--- config.mk ---
export PLATFORM = sky130hd
export DESIGN_NAME = sprite_plotter
export DESIGN_NICKNAME = d
export VERILOG_FILES = /design/src/rtl/sprite_plotter.sv
export SDC_FILE = /design/constraint.sdc
export NUM_CORES = 1
export LEC_CHECK = 0
export CAP_MARGIN = 30
export CORE_UTILIZATION = 55
export CTS_BUF_LIST = sky130_fd_sc_hd__clkbuf_4
export CTS_CLUSTER_DIAMETER = 100
export DETAILED_ROUTE_END_ITERATION = 10
export DONT_BUFFER_PORTS = 1
export PLACE_DENSITY = 0.7
export SLEW_MARGIN = 20
export SYNTH_ARGS = -nofsm -noshare
export SYNTH_HDL_FRONTEND = slang
export SYNTH_SLANG_ARGS = --single-unit
--- constraint.sdc ---
create_clock -name clk -period 22.1 [get_ports clk]
set_clock_uncertainty 0.1 [all_clocks]
set_input_delay 4.42 -clock clk [delete_from_list [all_inputs] [get_ports clk]]
set_output_delay 4.42 -clock clk [all_outputs]
set_load 0.01 [all_outputs]
--- src/rtl/sprite_plotter.sv ---
// Bitmap sprite plotter: walks an SPR_W x SPR_H mask one pixel per clock and
// issues a VGA-adapter plot for every set bit, with optional erase and edge clipping.
module sprite_plotter #(
   parameter int SPR_W     = 16,
   parameter int SPR_H     = 16,
   parameter int X_W       = 8,
   parameter int Y_W       = 7,
   parameter int COL_W     = 3,
   parameter int BG_COLOUR = 0,
   parameter int CLIP      = 1,
   parameter int X_MAX     = 160,
   parameter int Y_MAX     = 120
) (
   input  logic                   clk,
   input  logic                   reset,
   input  logic                   start,
   input  logic [X_W-1:0]         x,
   input  logic [Y_W-1:0]         y,
   input  logic [COL_W-1:0]       colour,
   input  logic                   erase,
   input  logic [SPR_W*SPR_H-1:0] bitmap,
   output logic [X_W-1:0]         xout,
   output logic [Y_W-1:0]         yout,
   output logic [COL_W-1:0]       colour_out,
   output logic                   plot,
   output logic                   busy,
   output logic                   done
);

   localparam int N  = SPR_W * SPR_H;
   localparam int CW = (SPR_W > 1) ? $clog2(SPR_W) : 1;
   localparam int RW = (SPR_H > 1) ? $clog2(SPR_H) : 1;

   localparam logic [1:0] IDLE = 2'd0;
   localparam logic [1:0] SCAN = 2'd1;
   localparam logic [1:0] FIN  = 2'd2;

   localparam logic [COL_W-1:0] BG    = COL_W'(BG_COLOUR);
   localparam logic [X_W:0]     X_LIM = (X_W+1)'(X_MAX);
   localparam logic [Y_W:0]     Y_LIM = (Y_W+1)'(Y_MAX);
   localparam logic [CW-1:0]    COL_LAST = CW'(SPR_W - 1);
   localparam logic [RW-1:0]    ROW_LAST = RW'(SPR_H - 1);

   logic [1:0]       state;
   logic [CW-1:0]    col;
   logic [RW-1:0]    row;

   logic [X_W-1:0]   x_p0;
   logic [Y_W-1:0]   y_p0;
   logic [COL_W-1:0] colour_p0;
   logic [N-1:0]     bmp_p0;

   logic [X_W:0]     xs;
   logic [Y_W:0]     ys;
   logic             col_end;
   logic             last;
   logic             vis;

   // Sums carry one extra bit so a pixel past the right/bottom edge is visible
   // to the clip test instead of silently wrapping onto the screen.
   function automatic logic on_screen(input logic [X_W:0] xs_i,
                                      input logic [Y_W:0] ys_i);
      if (CLIP == 0)
         return 1'b1;
      return (xs_i < X_LIM) && (ys_i < Y_LIM);
   endfunction

   assign xs      = {1'b0, x_p0} + (X_W+1)'(col);
   assign ys      = {1'b0, y_p0} + (Y_W+1)'(row);
   assign col_end = (col == COL_LAST);
   assign last    = col_end && (row == ROW_LAST);
   assign vis     = bmp_p0[0] && on_screen(xs, ys);

   // Stage p0: sprite parameters captured at start; the mask shifts so the
   // current pixel is always bit 0.
   always_ff @(posedge clk) begin
      if (state == IDLE && start) begin
         x_p0      <= x;
         y_p0      <= y;
         colour_p0 <= erase ? BG : colour;
         bmp_p0    <= bitmap;
      end else if (state == SCAN) begin
         bmp_p0    <= bmp_p0 >> 1;
      end
   end

   // Output stage: one pixel registered per SCAN cycle, then a done pulse.
   always_ff @(posedge clk) begin
      if (reset) begin
         state      <= IDLE;
         col        <= '0;
         row        <= '0;
         xout       <= '0;
         yout       <= '0;
         colour_out <= '0;
         plot       <= 1'b0;
         busy       <= 1'b0;
         done       <= 1'b0;
      end else begin
         case (state)
            IDLE: begin
               plot <= 1'b0;
               busy <= 1'b0;
               done <= 1'b0;
               if (start) begin
                  col   <= '0;
                  row   <= '0;
                  state <= SCAN;
               end
            end
            SCAN: begin
               busy <= 1'b1;
               done <= 1'b0;
               plot <= vis;
               if (vis) begin
                  xout       <= xs[X_W-1:0];
                  yout       <= ys[Y_W-1:0];
                  colour_out <= colour_p0;
               end
               if (col_end) begin
                  col <= '0;
                  row <= row + RW'(1);
               end else begin
                  col <= col + CW'(1);
               end
               if (last)
                  state <= FIN;
            end
            FIN: begin
               plot  <= 1'b0;
               busy  <= 1'b1;
               done  <= 1'b1;
               state <= IDLE;
            end
            default: begin
               plot  <= 1'b0;
               busy  <= 1'b0;
               done  <= 1'b0;
               state <= IDLE;
            end
         endcase
      end
   end

endmodule

Yosys cells after proc, flatten, opt, wreduce, memory -nomap -nowiden

Index checks and enable logic that the tools add are counted.

Bits in registers: 305
Latch bits: 0
Memory bits (writable): 0
Memory bits (read-only): 0
Bits of input ports: 278
Output and inout port bits: 21
Word-level logic and storage cells: 52
Memories kept: 0

Add/sub/neg operators: 4
$mul: 0
Div/mod/pow operators: 0
$lt $le $gt $ge: 2
Equality and inequality tests: 7
Shifts and indexed selects: 0
Muxes and demuxes: 12
Bitwise logic cells: 1
Reductions and logical operators: 13

Operators with widths:

| kind                                                | count |
|---|---|
| two-way mux 256 bit                                 | 2 |
| one-hot mux 4 bit (2 select lines)                  | 2 |
| two-way mux 4 bit                                   | 3 |
| adder 8 x 4 -> 9 bit                                | 1 |
| < comparator 9 x 8 -> 1 bit (second input constant) | 1 |
| adder 4 x 1 -> 4 bit (second input constant)        | 2 |
| adder 7 x 4 -> 8 bit                                | 1 |
| == test 4 bit (second input constant)               | 2 |
| < comparator 8 x 7 -> 1 bit (second input constant) | 1 |
| inequality test 2 bit (second input constant)       | 3 |
| AND reduction 2 bit                                 | 3 |
| logical AND 1 bit                                   | 4 |
| two-way mux 2 bit                                   | 2 |
| one-hot mux 2 bit (2 select lines)                  | 1 |
| nonzero test 2 bit                                  | 2 |
| OR reduction 2 bit                                  | 2 |
| AND reduction 3 bit                                 | 1 |
| == test 2 x 1 -> 1 bit (second input constant)      | 1 |
| == test 2 bit (second input constant)               | 1 |
| logical NOT 2 bit                                   | 1 |
| two-way mux 1 bit                                   | 2 |
| NOT 1 bit                                           | 1 |

Depth between registers and ports, before layout

Depth in word-level cells: 5
Mapped depth: 10
Depth with buffers taken out: 9

Worst setup path before layout

No wires, ideal clock.

Path type: input to register
From: in start
To: reg bmp_p0[0], enable pin
Setup time: 663 ps
Data arrival time: 10,291 ps
Data required time: 21,337 ps
Slack: 11,046 ps
Cell stages on the path: 2
Buffers on the path: 0
Path through: nand2_1 > nand2b_1

Cells in the longest elaborated chain, start to end: 2

Ends and longest elaborated chain:

| element                             | RTL line | RTL |
|---|---|---|
| from (decl)                         | 16       | `input logic start,` |
| logical AND 1 bit                   | 77       | `if (state == IDLE && start) begin` |
| nonzero test 2 bit (no source line) | --       |  |
| to (signal assigned)                | 81       | `bmp_p0 <= bitmap;` |
| to (signal assigned)                | 83       | `bmp_p0 <= bmp_p0 >> 1;` |
| to (decl)                           | 51       | `logic [N-1:0] bmp_p0;` |

No other way between the ends.
A chain may end at the register's enable or synchronous reset.

Worst setup path in the final report

From: in start
To: reg bmp_p0[226], enable pin

The elaborated chain is that of the path after synthesis.

==> results.env <==
ROUTED_WIRE_LENGTH_PER_INSTANCE_UM=21.0
SYN_AREA_PER_CELL_UM2=17.1
YOSYSUNIQUECELLTYPES=53
GRT_ANTENNA_BEFORE_REPAIR=17
AREA.GROWTH.SYNTH_TO_FINAL_PCT=10.1
WORSTSETUPSTARTPOINTTYPE='input pin'
HOLDCRITPATHCLASS='flop to flop'
CTS_INSERTED_BUFFERS=79
INSTANCE_COUNT_OF_THE_MAPPED_NETLIST=772
SETUP_TNS_FINAL_NS=0
DESIGN.CORE.AREA_UM2=23500
LAYOUT_COMMONEST_CELL='sky130_fd_sc_hd__edfxtp_1'
FLOORPLAN.INITIALDENSITY_PCT=56.2
VDD.IR_DROP.WORST_uV=61.0
CLK_LATENCY_NS=0.66
SETUP_VIOL=0
ACTUAL_SLEW_AT_THE_WORST_MAX_SLEW_PIN_NS=0.888
POWER_DISSIPATED_BY_SWITCHING_NET_LOADS_mW=0.352
SYNTH_EDF_COUNT=274
CTS.ROOT.BUFFER_CELL='sky130_fd_sc_hd__clkbuf_4'
FINAL_MIN_PERIOD_OVER_CLOCK_PERIOD_PCT=29.3
GRT_FIRST_PASS_WIRELENGTH_MM=38.2
PWR-SHARE-COMB_PCT=13.2
TIMING.FMAX_MHz=154
ROUTED_WIRELENGTH_MM=25.2
IO_BUFFERS=0
FIRSTDRTPASSITERS=6
POWER.SHARE.SEQUENTIAL_PCT=54.5
SLEW_VIOLATIONS=0
DRIVE_GT1_SHARE_PCT=47.0
MAXCAPVIOLCOUNT=0
CTS_TREE='yes'
POSTSYNTH.ASYNCRESETSHARE_PCT=0
GRT-OVFL-TOTAL=0
FINALNETCOUNT=1116
NUMBER_OF_GLOBAL_ROUTE_VIAS_BEFORE_REPAIR=7141
CRIT_TYPE='input pin to flop'
CP-END-KIND='flop'
PIN_COUNT=299
MAX-SLEW-MARGIN-REL_PCT=40.8
LAYOUT_MIN_CYCLE_TIME_NS=6.47
REQ_TIME_CRIT_PATH_NS=22.26
MAPPEDNETLISTAREA_UM2=13200
CLK_TRANSITION_REPORTED_PATHS_NS=0.06
CTS.SINK_COUNT=305
DRT_FIRST_ITER_VIOLATIONS=417
DIEAREA_UM2=24700
HPWLAFTERDP_MM=17.0
ROUTABILITYCONGESTION=0.830
RSZ_0062_RAISED_AFTER_GLOBAL_ROUTING='false'
NET_COUNT_OF_THE_MAPPED_NETLIST=1066
CTS_HTREE_LEVELS=3
POSTCTSHOLDBUFS=0
INTERNAL-POWER_mW=1.14
SYNTH_WARNINGS=0
POST_DP_CELL_AREA_UM2=13600
DETAIL_ROUTE.DRC_VIOLATIONS=0
SYNTH-MAIN-FF-CELL='sky130_fd_sc_hd__edfxtp_1'
GR_UTIL_ALL_LAYERS_PCT=20.6
POWER_LEAKAGE_nW=5.03
PIN_COUNT_OF_THE_BIGGEST_NET_ENTERING_GLOBAL_ROUTING=112
DRT.ANTENNA.VIOLATING_NETS=0
DIE_HEIGHT_UM=157
CTS_MAX_PATH_BUFFERS=3
ARR_TIME_CRIT_PATH_NS=6.64
CTS.REPAIR_TIMING.SETUP_BUFFER_COUNT=0
POWER_DENSITY_nW_PER_UM2=102
COUNT_OF_FINAL_HOLD_CHECK_VIOLATIONS=0
VIAS=6882
POST-ROUTE-CELL-AREA_UM2=14600
SYNTH_SEQ_AREA_SHARE_PCT=66.8
ROUTED_VIA_DENSITY=5.73
CTSRESIZECOUNT=0
OUTCOME='finished clean'
POWER_SWITCHING_SHARE_PCT=23.6
DIEWIDTH_UM=157
LAYOUT.CELLS.MOST_COMMON_LIST='sky130_fd_sc_hd__edfxtp_1 (274), sky130_fd_sc_hd__mux2_2 (255), sky130_fd_sc_hd__clkbuf_4 (114)'
POWER.SHARE.CLOCK_PCT=32.2
ROW_COUNT=56
PATH_MAX_FANOUT=63
SYNTH_SEQ_CELLS=305
worst paths after layout:
check	from	endpoint	slack (ns)	depth (start not counted)
worst max register to register	state[1]	bmp_p0[226]	18.62	6
worst min-delay path	xout[2]	xout[2]	0.41	2
worst min register to register	xout[2]	xout[2]	0.41	2
worst max-delay path	start	bmp_p0[226]	15.63	4
metrics by stage:
stage | std cells | total power [mW] | setup WS (ns) | hold WS, ns | util (%)
2_1_floorplan | 772 | 0.997 | 11.05 | 0.389 | -
5_1_grt | 1200 | 1.56 | 15.48 | 0.420 | 61.9
6_report | 1202 | 1.49 | 15.63 | 0.412 | 61.9
4_1_cts | 1195 | 1.51 | 15.66 | 0.412 | 61.8
3_3_place_gp | 1058 | 1.01 | 15.06 | 0.401 | 57.4
3_5_place_dp | 1060 | 1.02 | 14.92 | 0.403 | 57.6
state kept, by name, summed over array words and instances (netlist names):
register and flops:
state 2, xout 8, row 4, bmp_p0 256
colour_p0 3, x_p0 8, done 1, busy 1
y_p0 7, yout 7, colour_out 3, plot 1
col 4
power by group through the flow:
stage	Clock (mW)	Combinational (mW)	Sequential [mW]
CTS	0.497	0.201	0.814
detailed placement	0	0.200	0.824
global placement	0	0.186	0.820
global route	0.526	0.216	0.823
finish	0.480	0.197	0.812
floorplan	0	0.165	0.832
per-layer routing:
metal | wire (µm) | vias up | GRT usage, %
met4 | 450 | 18 | 9.11
met5 | 118 | - | 0
met1 | 9630 | 3346 | 23.3
li1 | - | 3176 | -
met3 | 2780 | 52 | 10.6
met2 | 12200 | 290 | 32.5
cells by family after synthesis:
kind of cell    count (synthesis)  synth area share, %
flops                         305                 66.8
mux                           256                 21.8
compound gates                 68                 4.30
simple gates                   65                 2.83
buf+inv                        47                 1.58
fa+ha+maj                      16                 1.63
xor+xnor                       15                 1.05
final cells by class:
class                      instances  area (µm²)
multi-input combinational        420        4190
timing repair buffer               7        85.1
antenna                            7        17.5
clock buffer                     114         856
fill                            1766        8970
clock inverter                    21         141
inverter                           9        41.3
tap                              319         399
sequential                       305        8850
Yosys cell counts (5+ instances only):
| library cell | count | area [µm²] |
|---|---|---|
| sky130_fd_sc_hd__ha_1 | 14 | 175 |
| sky130_fd_sc_hd__nor2b_1 | 6 | 37.5 |
| sky130_fd_sc_hd__inv_1 | 9 | 33.8 |
| sky130_fd_sc_hd__mux2_2 | 255 | 2870 |
| sky130_fd_sc_hd__buf_2 | 5 | 25.0 |
| sky130_fd_sc_hd__a21oi_1 | 21 | 105 |
| sky130_fd_sc_hd__o21ai_0 | 5 | 25.0 |
| sky130_fd_sc_hd__nor2_1 | 12 | 45.0 |
| sky130_fd_sc_hd__nand2_1 | 11 | 41.3 |
| sky130_fd_sc_hd__nand3_1 | 5 | 25.0 |
| sky130_fd_sc_hd__xnor2_1 | 10 | 87.6 |
| sky130_fd_sc_hd__nand4_1 | 13 | 81.3 |
| sky130_fd_sc_hd__edfxtp_1 | 274 | 8230 |
| sky130_fd_sc_hd__a31oi_1 | 5 | 31.3 |
| sky130_fd_sc_hd__dfxtp_1 | 31 | 621 |
| sky130_fd_sc_hd__o31ai_2 | 9 | 113 |
| sky130_fd_sc_hd__clkbuf_1 | 28 | 105 |
worst max-delay path, stage by stage:
cell	delay, ns
sky130_fd_sc_hd__nand2_1	0.17
sky130_fd_sc_hd__nand2b_4	0.50
sky130_fd_sc_hd__buf_4	0.71
sky130_fd_sc_hd__buf_4	0.75
Power figures use the tool's default switching activity.
